<file path="config.mk">
export PLATFORM = sky130hd
export DESIGN_NAME = solo_scheduler
export DESIGN_NICKNAME = d
export VERILOG_FILES = /design/src/rtl/solo_scheduler.sv
export SDC_FILE = /design/constraint.sdc
export NUM_CORES = 1
export LEC_CHECK = 0
export BUFFER_PORTS_ARGS = -buffer_cell sky130_fd_sc_hd__buf_2
export CAP_MARGIN = 10
export CORE_MARGIN = 8
export CORE_UTILIZATION = 54
export CTS_BUF_LIST = sky130_fd_sc_hd__clkbuf_8 sky130_fd_sc_hd__clkbuf_16
export CTS_CLUSTER_SIZE = 25
export DETAILED_ROUTE_END_ITERATION = 16
export PLACE_DENSITY_LB_ADDON = 0.05
export SLEW_MARGIN = 30
export SYNTH_ARGS = -nofsm -noshare
export SYNTH_HDL_FRONTEND = slang
export SYNTH_SLANG_ARGS = --single-unit
</file>
<file path="constraint.sdc">
create_clock -name clk -period 5.42 [get_ports clk]
set_clock_uncertainty 0.05 [all_clocks]
set_input_delay 0.813 -clock clk [delete_from_list [all_inputs] [get_ports clk]]
set_output_delay 0.813 -clock clk [all_outputs]
set_load 0.01 [all_outputs]
</file>
<file path="src/rtl/solo_scheduler.sv">
// Round-robin solo-slot scheduler: grants one guitarist at a time, bounds each
// solo with a cycle timer and inserts a fixed idle gap between solos.
module solo_scheduler #(
    parameter int N        = 4,
    parameter int SOLO_MAX = 8,
    parameter int GAP      = 1,
    localparam int ID_W    = $clog2(N),
    localparam int CNT_W   = $clog2(SOLO_MAX + 1)
) (
    input  logic             clk,
    input  logic             reset,
    input  logic [N-1:0]     req,
    input  logic [N-1:0]     done,
    output logic [N-1:0]     grant,
    output logic             solo_active,
    output logic [ID_W-1:0]  solo_owner,
    output logic [CNT_W-1:0] remaining,
    output logic             timeout_pulse
);

    localparam int GAP_W = (GAP > 0) ? $clog2(GAP + 1) : 1;

    typedef enum logic [1:0] {IDLE, SOLO, GAP_WAIT} state_t;

    state_t           state_reg, state_next;
    logic [N-1:0]     grant_reg, grant_next;
    logic             active_reg, active_next;
    logic [ID_W-1:0]  owner_reg, owner_next;
    logic [CNT_W-1:0] remaining_reg, remaining_next;
    logic             timeout_reg, timeout_next;
    logic [ID_W-1:0]  ptr_reg, ptr_next;
    logic [GAP_W-1:0] gap_reg, gap_next;

    logic [ID_W-1:0]  sel;
    logic             found;
    logic             owner_done, owner_drop, expire, solo_end;

    // First requester at or after the round-robin pointer, wrapping modulo N.
    always_comb begin
        sel   = ptr_reg;
        found = 1'b0;
        for (int k = 0; k < N; k++) begin
            if (!found && req[(int'(ptr_reg) + k) % N]) begin
                found = 1'b1;
                sel   = ID_W'((int'(ptr_reg) + k) % N);
            end
        end
    end

    assign owner_done = done[owner_reg];
    assign owner_drop = !req[owner_reg];
    assign expire     = (remaining_reg == CNT_W'(1));
    assign solo_end   = owner_done || owner_drop || expire;

    always_comb begin
        state_next     = state_reg;
        grant_next     = grant_reg;
        active_next    = active_reg;
        owner_next     = owner_reg;
        remaining_next = remaining_reg;
        timeout_next   = 1'b0;
        ptr_next       = ptr_reg;
        gap_next       = gap_reg;

        unique case (state_reg)
            IDLE: begin
                if (found) begin
                    state_next     = SOLO;
                    grant_next     = {{(N-1){1'b0}}, 1'b1} << sel;
                    active_next    = 1'b1;
                    owner_next     = sel;
                    remaining_next = CNT_W'(SOLO_MAX);
                end
            end
            SOLO: begin
                if (solo_end) begin
                    grant_next     = '0;
                    active_next    = 1'b0;
                    remaining_next = '0;
                    ptr_next       = (owner_reg == ID_W'(N - 1)) ? '0 : owner_reg + 1'b1;
                    // Timer expiry only counts when the owner did not also finish or withdraw.
                    timeout_next   = expire && !owner_done && !owner_drop;
                    if (GAP > 0) begin
                        state_next = GAP_WAIT;
                        gap_next   = GAP_W'(GAP);
                    end else begin
                        state_next = IDLE;
                    end
                end else begin
                    remaining_next = remaining_reg - 1'b1;
                end
            end
            GAP_WAIT: begin
                if (gap_reg <= GAP_W'(1)) begin
                    state_next = IDLE;
                    gap_next   = '0;
                end else begin
                    gap_next = gap_reg - 1'b1;
                end
            end
            default: state_next = IDLE;
        endcase
    end

    always_ff @(posedge clk or posedge reset) begin
        if (reset) begin
            state_reg     <= IDLE;
            grant_reg     <= '0;
            active_reg    <= 1'b0;
            owner_reg     <= '0;
            remaining_reg <= '0;
            timeout_reg   <= 1'b0;
            ptr_reg       <= '0;
            gap_reg       <= '0;
        end else begin
            state_reg     <= state_next;
            grant_reg     <= grant_next;
            active_reg    <= active_next;
            owner_reg     <= owner_next;
            remaining_reg <= remaining_next;
            timeout_reg   <= timeout_next;
            ptr_reg       <= ptr_next;
            gap_reg       <= gap_next;
        end
    end

    assign grant         = grant_reg;
    assign solo_active   = active_reg;
    assign solo_owner    = owner_reg;
    assign remaining     = remaining_reg;
    assign timeout_pulse = timeout_reg;

endmodule

</file>
==> results of run 1 <==
## routing by layer
| metal | share of wire, % | up-vias | wire length (um) | GRT usage (%) |
|---|---|---|---|---|
| li1 | - | 344 | - | - |
| met1 | 44 | 336 | 808 | 14.4 |
| met2 | 44 | 20 | 802 | 19.1 |
| met3 | 9.7 | 5 | 176 | 6.62 |
| met4 | 1.9 | 0 | 34 | 6.69 |
| met5 | 0 | - | 0 | 0 |
## cell usage after synthesis
master,n
sky130_fd_sc_hd__dfrtp_1,16
sky130_fd_sc_hd__nand2_1,12
sky130_fd_sc_hd__nor2b_1,8
sky130_fd_sc_hd__inv_1,6
sky130_fd_sc_hd__o21ai_0,5
sky130_fd_sc_hd__a21oi_1,4
sky130_fd_sc_hd__nor2_1,4
sky130_fd_sc_hd__o32ai_1,4
sky130_fd_sc_hd__ha_1,3
sky130_fd_sc_hd__clkbuf_1,2
sky130_fd_sc_hd__mux2_4,2
sky130_fd_sc_hd__nand3_1,2
sky130_fd_sc_hd__a211o_1,1
sky130_fd_sc_hd__a21o_1,1
sky130_fd_sc_hd__a21oi_4,1
sky130_fd_sc_hd__and3b_1,1
sky130_fd_sc_hd__mux2i_1,1
sky130_fd_sc_hd__mux4_2,1
sky130_fd_sc_hd__nand2b_1,1
sky130_fd_sc_hd__nor4_1,1
sky130_fd_sc_hd__o211ai_1,1
sky130_fd_sc_hd__o21a_1,1
sky130_fd_sc_hd__o21ai_1,1
sky130_fd_sc_hd__o221a_2,1
sky130_fd_sc_hd__o221ai_1,1
sky130_fd_sc_hd__o22ai_1,1
sky130_fd_sc_hd__or2_2,1
sky130_fd_sc_hd__or3b_2,1
sky130_fd_sc_hd__xnor2_1,1
## power by group through the flow
stage	Clock, uW	Combinational, uW	Sequential (uW)
4_1_cts	89.2	286	218
3_3_place_gp	0	276	217
2_1_floorplan	0	195	227
3_5_place_dp	0	283	220
5_1_grt	94.0	320	227
6_report	87.7	283	218
## layout make-up
| class | instances | area (um^2) |
|---|---|---|
| tap | 16 | 20.0 |
| timing repair buffer | 21 | 105 |
| sequential | 16 | 400 |
| clock buffer | 3 | 41.3 |
| inverter | 6 | 22.5 |
| multi-input combinational | 61 | 424 |
| fill | 113 | 475 |
## metrics by stage
stage / utilization (%) / power (uW) / cells / setup slack (ns)
2_1_floorplan: - / 423 / 85 / 3.24
3_3_place_gp: 65.3 / 493 / 120 / 3.03
3_5_place_dp: 65.3 / 502 / 120 / 3.02
4_1_cts: 68.1 / 593 / 123 / 3.27
5_1_grt: 68.1 / 641 / 123 / 3.22
6_report: 68.1 / 589 / 123 / 3.28
## placed cells by master (no fill, tap or decap), types with 3 or more instances in the layout
master / count
sky130_fd_sc_hd__buf_2: 21
sky130_fd_sc_hd__dfrtp_1: 16
sky130_fd_sc_hd__nand2_1: 12
sky130_fd_sc_hd__nor2b_1: 8
sky130_fd_sc_hd__inv_1: 6
sky130_fd_sc_hd__o21ai_0: 5
sky130_fd_sc_hd__nor2_1: 4
sky130_fd_sc_hd__a21oi_1: 4
sky130_fd_sc_hd__o32ai_1: 4
sky130_fd_sc_hd__ha_1: 3
sky130_fd_sc_hd__clkbuf_8: 3
## worst max-delay path by stage
| stage | from | end | cells after the start |
|---|---|---|---|
| 2_1_floorplan | req[3] | ptr_reg[0]$_DFFE_PP0P_ | 4 |
| 3_3_place_gp | req[3] | ptr_reg[0]$_DFFE_PP0P_ | 5 |
| 3_5_place_dp | req[3] | ptr_reg[0]$_DFFE_PP0P_ | 5 |
| 4_1_cts | req[3] | ptr_reg[0]$_DFFE_PP0P_ | 5 |
| 5_1_grt | req[3] | ptr_reg[0]$_DFFE_PP0P_ | 5 |
| 6_report | req[3] | ptr_reg[0]$_DFFE_PP0P_ | 5 |
## kinds of logic (layout without fill, tap and decap cells)
kind of cell	count (synthesis)	after routing	share of synthesized area, %
AND/OR/NAND/NOR	31	31	18.3
AO/OA/AOI/OAI	22	22	18.6
flip-flops	16	16	46.9
buffers and inverters	8	30	3.51
multiplexers	4	4	7.32
adder cells (fa/ha/maj)	3	3	4.39
XOR/XNOR	1	1	1.03
## critical path: stages
cell and delay (ns):
sky130_fd_sc_hd__buf_2 0.13, sky130_fd_sc_hd__nor2b_1 0.12, sky130_fd_sc_hd__mux4_2 0.53, sky130_fd_sc_hd__a21oi_4 0.30, sky130_fd_sc_hd__mux2_4 0.33
==> flow_summary.html, run 1 <==
<table>
<tr><th>Metric</th><th>Value</th></tr>
<tr><th colspan="2">Finish</th></tr>
<tr><td>Diode insertion count for antenna repair</td><td>0</td></tr>
<tr><td>Finished Cell Area</td><td>0.00101 mm^2</td></tr>
<tr><td>Area added between synthesis and finish</td><td>18.6%</td></tr>
<tr><td>Fraction of final layout cells with drive strength greater than 1</td><td>29.0%</td></tr>
<tr><td>Layout net count</td><td>122</td></tr>
<tr><th colspan="2">Clock network</th></tr>
<tr><td>Post-CTS resize count</td><td>0</td></tr>
<tr><td>Number of clock buffers inserted by TritonCTS</td><td>3</td></tr>
<tr><td>CTS tree</td><td>yes</td></tr>
<tr><td>Clock network latency to the later pin of the worst-skew pair</td><td>0.25 ns</td></tr>
<tr><td>Clock root buffer</td><td>sky130_fd_sc_hd__clkbuf_8</td></tr>
<tr><td>Number of clock sinks seen by CTS</td><td>16</td></tr>
<tr><td>Setup bufs post-CTS</td><td>0</td></tr>
<tr><td>Longest Clk Path Bufs</td><td>2</td></tr>
<tr><td>Total of hold buffers inserted after clock tree synthesis</td><td>0</td></tr>
<tr><td>CTS H-tree lvls</td><td>1</td></tr>
<tr><td>Clk slew on worst S/H paths</td><td>0.06 ns</td></tr>
<tr><th colspan="2">Floorplanning</th></tr>
<tr><td>Die Span X</td><td>55.8 um</td></tr>
<tr><td>Standard cell core area</td><td>0.00149 mm^2</td></tr>
<tr><td>Chip Height</td><td>55.8 um</td></tr>
<tr><td>Cell row count</td><td>14</td></tr>
<tr><td>Initial core utilization</td><td>57.4%</td></tr>
<tr><td>Die area</td><td>0.00311 mm^2</td></tr>
<tr><td>Ports</td><td>22</td></tr>
<tr><th colspan="2">Critical path</th></tr>
<tr><td>Critical path type</td><td>primary input to flip-flop</td></tr>
<tr><td>Maximum fanout along the worst path</td><td>9</td></tr>
<tr><td>Logic depth of the worst register-to-register path</td><td>5</td></tr>
<tr><td>Crit start category</td><td>primary input</td></tr>
<tr><td>CP required</td><td>5.50 ns</td></tr>
<tr><td>Arrival time reported for the critical path endpoint</td><td>2.23 ns</td></tr>
<tr><td>Worst setup EP type</td><td>flip-flop</td></tr>
<tr><td>Reg-to-reg critical path startpoint</td><td>remaining[1]$_DFFE_PP0P_</td></tr>
<tr><td>Reg2Reg Capture Point</td><td>ptr_reg[0]$_DFFE_PP0P_</td></tr>
<tr><td>FF-to-FF setup slack</td><td>3.47 ns</td></tr>
<tr><th colspan="2">Global route</th></tr>
<tr><td>Remaining global-route overflow</td><td>0</td></tr>
<tr><td>Total track usage</td><td>12.8%</td></tr>
<tr><td>Antenna violations before repair</td><td>0</td></tr>
<tr><td>Maximum number of pins on one net before global-route repair</td><td>18</td></tr>
<tr><td>Vias in the first global route</td><td>763</td></tr>
<tr><td>First-pass GRT wire length</td><td>3280 um</td></tr>
<tr><th colspan="2">Placement</th></tr>
<tr><td>Standard cell area after detailed placement</td><td>972 um^2</td></tr>
<tr><td>Count of input and output buffers</td><td>21</td></tr>
<tr><td>Final GP Congestion</td><td>0.771</td></tr>
<tr><td>HPWL after detailed placement</td><td>1410 um</td></tr>
<tr><th colspan="2">Yosys</th></tr>
<tr><td>Number of standard cells after synthesis</td><td>85</td></tr>
<tr><td>Fraction of post-synthesis cell area in the top cell type by area</td><td>46.9%</td></tr>
<tr><td>Per-instance average area after synthesis</td><td>10.1 um^2</td></tr>
<tr><td>Synth top area cells</td><td>sky130_fd_sc_hd__dfrtp_1, sky130_fd_sc_hd__nor2b_1, sky130_fd_sc_hd__nand2_1, sky130_fd_sc_hd__ha_1, sky130_fd_sc_hd__o32ai_1</td></tr>
<tr><td>Sequential cell area fraction in the yosys report</td><td>46.9%</td></tr>
<tr><td>Area leader, netlist</td><td>sky130_fd_sc_hd__dfrtp_1</td></tr>
<tr><td>Yosys reg bits</td><td>16</td></tr>
<tr><td>Combined area of all synthesized cells</td><td>855 um^2</td></tr>
<tr><td>Post-synth net total</td><td>98</td></tr>
<tr><td>Count of unique library cells instantiated by Yosys</td><td>29</td></tr>
<tr><td>Number of warning messages in the yosys log</td><td>0</td></tr>
<tr><th colspan="2">Route</th></tr>
<tr><td>Vias</td><td>705</td></tr>
<tr><td>Average via count per standard cell</td><td>5.73</td></tr>
<tr><td>Drt drc</td><td>0</td></tr>
<tr><td>Number of nets with antenna violations after routing</td><td>0</td></tr>
<tr><td>Detailed Route Iter0 Violations</td><td>7</td></tr>
<tr><td>Post-Route WL</td><td>1820 um</td></tr>
<tr><td>Average wire per standard cell</td><td>14.8 um</td></tr>
<tr><td>1st-pass router iterations</td><td>3</td></tr>
<tr><th colspan="2">Pwr</th></tr>
<tr><td>Max VDD drop</td><td>0.309 mV</td></tr>
<tr><td>Internal power component</td><td>350 uW</td></tr>
<tr><td>Sequential share of power</td><td>37.1%</td></tr>
<tr><td>P per Cell Area</td><td>581 mW/mm^2</td></tr>
<tr><td>Sw power</td><td>238 uW</td></tr>
<tr><td>Comb pwr share</td><td>48.0%</td></tr>
<tr><td>Sw Ratio</td><td>40.5%</td></tr>
<tr><td>Clock Power Share</td><td>14.9%</td></tr>
<tr><td>Static Leak</td><td>0.000498 uW</td></tr>
<tr><th colspan="2">Timing</th></tr>
<tr><td>Sum of negative setup slack</td><td>0 ns</td></tr>
<tr><td>Fin. Hold Viols</td><td>0</td></tr>
<tr><td>WHS</td><td>0.475 ns</td></tr>
<tr><td>Final worst path period share</td><td>39.6%</td></tr>
<tr><td>Min Tclk post-route</td><td>2.14 ns</td></tr>
<tr><td>Slew at the pin with the worst max-slew slack</td><td>0.587 ns</td></tr>
<tr><td>Headroom to the max-slew limit</td><td>60.8%</td></tr>
<tr><td>Setup repair after global routing missed its margin</td><td>false</td></tr>
<tr><td>Max Clk Rate</td><td>466 MHz</td></tr>
<tr><td>Total count of max-transition violations in the final report</td><td>0</td></tr>
<tr><td>Final setup violating endpoints</td><td>0</td></tr>
<tr><th colspan="2">Min path</th></tr>
<tr><td>Worst hold path class</td><td>flip-flop to flip-flop</td></tr>
<tr><td>Number of cells traversed by the worst hold path</td><td>2</td></tr>
<tr><td>Launch point of the worst hold path</td><td>solo_active$_DFFE_PP0P_</td></tr>
<tr><td>Endpoint of the worst hold path</td><td>solo_active$_DFFE_PP0P_</td></tr>
<tr><th colspan="2">Run</th></tr>
<tr><td>MaxCap Viol Count</td><td>0</td></tr>
<tr><th colspan="2">Status</th></tr>
<tr><td>Run status</td><td>complete, no violations</td></tr>
</table>
Note: power is estimated with default switching activity, not from simulation.
==> run 2, diff against run 1 <==
- CORE_UTILIZATION: 54 -> 50
- clock period: 5.42 -> 2.21 ns (I/O delays scaled with it)
==> flow_summary.html, run 2 (synthesis results as in run 1) <==
<table>
<tr><th>Metric</th><th>Value</th></tr>
<tr><th colspan="2">Finish</th></tr>
<tr><td>Area taken by flip-flops and latches</td><td>400 um^2</td></tr>
<tr><td>Diode insertion count for antenna repair</td><td>0</td></tr>
<tr><td>Filler Cell Count</td><td>151</td></tr>
<tr><td>Most common cell after layout, fill and taps aside</td><td>sky130_fd_sc_hd__buf_2</td></tr>
<tr><td>Area added between synthesis and finish</td><td>20.4%</td></tr>
<tr><td>Finished Layout Cells</td><td>125</td></tr>
<tr><td>Area of the multi-input gates</td><td>424 um^2</td></tr>
<tr><td>Most frequent cells in the layout</td><td>sky130_fd_sc_hd__buf_2, sky130_fd_sc_hd__dfrtp_1, sky130_fd_sc_hd__nand2_1</td></tr>
<tr><td>Layout net count</td><td>122</td></tr>
<tr><td>Fraction of final layout cells with drive strength greater than 1</td><td>29.6%</td></tr>
<tr><th colspan="2">Floorplanning</th></tr>
<tr><td>Ports</td><td>22</td></tr>
<tr><td>Die area</td><td>0.00329 mm^2</td></tr>
<tr><td>Standard cell core area</td><td>0.00167 mm^2</td></tr>
<tr><td>Cell row count</td><td>15</td></tr>
<tr><td>Die Span X</td><td>57.3 um</td></tr>
<tr><td>Chip Height</td><td>57.3 um</td></tr>
<tr><td>Initial core utilization</td><td>51.2%</td></tr>
<tr><th colspan="2">Timing</th></tr>
<tr><td>Setup repair after global routing missed its margin</td><td>false</td></tr>
<tr><td>Headroom to the max-slew limit</td><td>60.9%</td></tr>
<tr><td>Sum of negative setup slack</td><td>0 ns</td></tr>
<tr><td>Slew at the pin with the worst max-slew slack</td><td>0.586 ns</td></tr>
<tr><td>Final worst path period share</td><td>90.6%</td></tr>
<tr><td>Max Clk Rate</td><td>500 MHz</td></tr>
<tr><td>Total count of max-transition violations in the final report</td><td>0</td></tr>
<tr><td>Final setup violating endpoints</td><td>0</td></tr>
<tr><td>Worst Setup Slack, final</td><td>0.208 ns</td></tr>
<tr><td>Fin. Hold Viols</td><td>0</td></tr>
<tr><td>Min Tclk post-route</td><td>2.00 ns</td></tr>
<tr><th colspan="2">Route</th></tr>
<tr><td>Detailed route wirelength on metal3</td><td>166 um</td></tr>
<tr><td>1st-pass router iterations</td><td>4</td></tr>
<tr><td>M1 WL</td><td>863 um</td></tr>
<tr><td>Average wire per standard cell</td><td>14.7 um</td></tr>
<tr><td>Number of nets with antenna violations after routing</td><td>0</td></tr>
<tr><td>Drt drc</td><td>0</td></tr>
<tr><td>Detailed Route Iter0 Violations</td><td>15</td></tr>
<tr><td>Average via count per standard cell</td><td>5.52</td></tr>
<tr><td>Post-Route WL</td><td>1840 um</td></tr>
<tr><td>Vias</td><td>690</td></tr>
<tr><td>Highest layer used for signal routing</td><td>met4</td></tr>
<tr><td>Met2 layer wire length in the routed design</td><td>781 um</td></tr>
<tr><th colspan="2">Clock network</th></tr>
<tr><td>Total of hold buffers inserted after clock tree synthesis</td><td>0</td></tr>
<tr><td>Longest Clk Path Bufs</td><td>2</td></tr>
<tr><td>Clk slew on worst S/H paths</td><td>0.06 ns</td></tr>
<tr><td>Number of clock sinks seen by CTS</td><td>16</td></tr>
<tr><td>CTS tree</td><td>yes</td></tr>
<tr><td>CTS H-tree lvls</td><td>1</td></tr>
<tr><td>Setup bufs post-CTS</td><td>0</td></tr>
<tr><td>Clock root buffer</td><td>sky130_fd_sc_hd__clkbuf_8</td></tr>
<tr><td>Clock network latency to the later pin of the worst-skew pair</td><td>0.25 ns</td></tr>
<tr><td>Post-CTS resize count</td><td>0</td></tr>
<tr><td>Number of clock buffers inserted by TritonCTS</td><td>3</td></tr>
<tr><th colspan="2">Pwr</th></tr>
<tr><td>Static Leak</td><td>0.000505 uW</td></tr>
<tr><td>P per Cell Area</td><td>1450 mW/mm^2</td></tr>
<tr><td>Max VDD drop</td><td>0.773 mV</td></tr>
<tr><td>Overall power</td><td>1490 uW</td></tr>
<tr><th colspan="2">Global route</th></tr>
<tr><td>Total track usage</td><td>12.1%</td></tr>
<tr><td>Vias in the first global route</td><td>705</td></tr>
<tr><td>Maximum number of pins on one net before global-route repair</td><td>18</td></tr>
<tr><td>Antenna violations before repair</td><td>0</td></tr>
<tr><td>First-pass GRT wire length</td><td>3080 um</td></tr>
<tr><td>Remaining global-route overflow</td><td>0</td></tr>
<tr><th colspan="2">Placement</th></tr>
<tr><td>Count of input and output buffers</td><td>21</td></tr>
<tr><td>Pre-CTS setup slack</td><td>0.263 ns</td></tr>
<tr><td>HPWL after detailed placement</td><td>1410 um</td></tr>
<tr><td>Final GP Congestion</td><td>0.786</td></tr>
<tr><td>Placed cell count</td><td>121</td></tr>
<tr><th colspan="2">Status</th></tr>
<tr><td>Run status</td><td>complete, no violations</td></tr>
<tr><th colspan="2">Critical path</th></tr>
<tr><td>Worst setup EP type</td><td>flip-flop</td></tr>
<tr><td>Maximum fanout along the worst path</td><td>9</td></tr>
<tr><td>Arrival time reported for the critical path endpoint</td><td>2.09 ns</td></tr>
<tr><td>Critical path type</td><td>flip-flop to flip-flop</td></tr>
<tr><td>CP required</td><td>2.30 ns</td></tr>
<tr><td>Crit start category</td><td>flip-flop</td></tr>
<tr><th colspan="2">Run</th></tr>
<tr><td>MaxCap Viol Count</td><td>0</td></tr>
<tr><th colspan="2">Min path</th></tr>
<tr><td>Worst hold path class</td><td>primary input to asynchronous set/reset pin</td></tr>
</table>
==> run 2: changes by cell type in the layout (fill, tap and decap cells not counted) <==
cell                       previous run  this run
sky130_fd_sc_hd__clkbuf_8             3         4
==> run 2: final cells by class <==
cell class / count / area share [%]
well taps: 17 / 2.07
clock buffers: 4 / 5.35
repair buffers: 21 / 10.2
flip-flops and latches: 16 / 38.9
multi-input cells: 61 / 41.2
inverters: 6 / 2.19
==> run 2: stage by stage <==
step | instance area [um^2] | hold WS, ns | util (%)
after floorplan | 855 | 0.195 | -
after global placement | 973 | 0.373 | 58.3
after detailed placement | 973 | 0.380 | 58.3
after CTS | 1030 | 0.102 | 61.6
after global routing | 1030 | 0.150 | 61.6
final | 1030 | 0.0826 | 61.6
==> run 2: path summary, 6_finish.rpt <==
kind                                          start                       end  slack [ns]  cells past startpoint
setup / recovery           remaining[1]$_DFFE_PP0P_    ptr_reg[0]$_DFFE_PP0P_        0.21                      5
hold / removal                                reset   solo_active$_DFFE_PP0P_        0.08                      2
setup reg to reg           remaining[1]$_DFFE_PP0P_    ptr_reg[0]$_DFFE_PP0P_        0.21                      5
hold reg to reg             solo_active$_DFFE_PP0P_   solo_active$_DFFE_PP0P_        0.47                      2
max in group asynchronous                     reset  remaining[2]$_DFFE_PP0P_        1.65                      2
min in group clk            solo_active$_DFFE_PP0P_   solo_active$_DFFE_PP0P_        0.47                      2
==> run 2: power by group <==
group	internal, uW	switching, uW	total [uW]
Clock	158	101	259
Combinational	321	372	693
Sequential	417	119	536
Total	896	592	1490
==> run 2: critical path, cell delays in order, from the launching register on <==
cell	delay, ns
sky130_fd_sc_hd__dfrtp_1	0.40
sky130_fd_sc_hd__inv_1	0.12
sky130_fd_sc_hd__ha_1	0.16
sky130_fd_sc_hd__or3b_2	0.52
sky130_fd_sc_hd__a21oi_4	0.31
sky130_fd_sc_hd__mux2_4	0.33
==> run 2: routing by layer <==
metal,vias up,GRT usage [%]
met4,0,5.36
met3,2,5.83
met2,22,18.3
met1,321,14.0
met5,-,0
li1,345,-
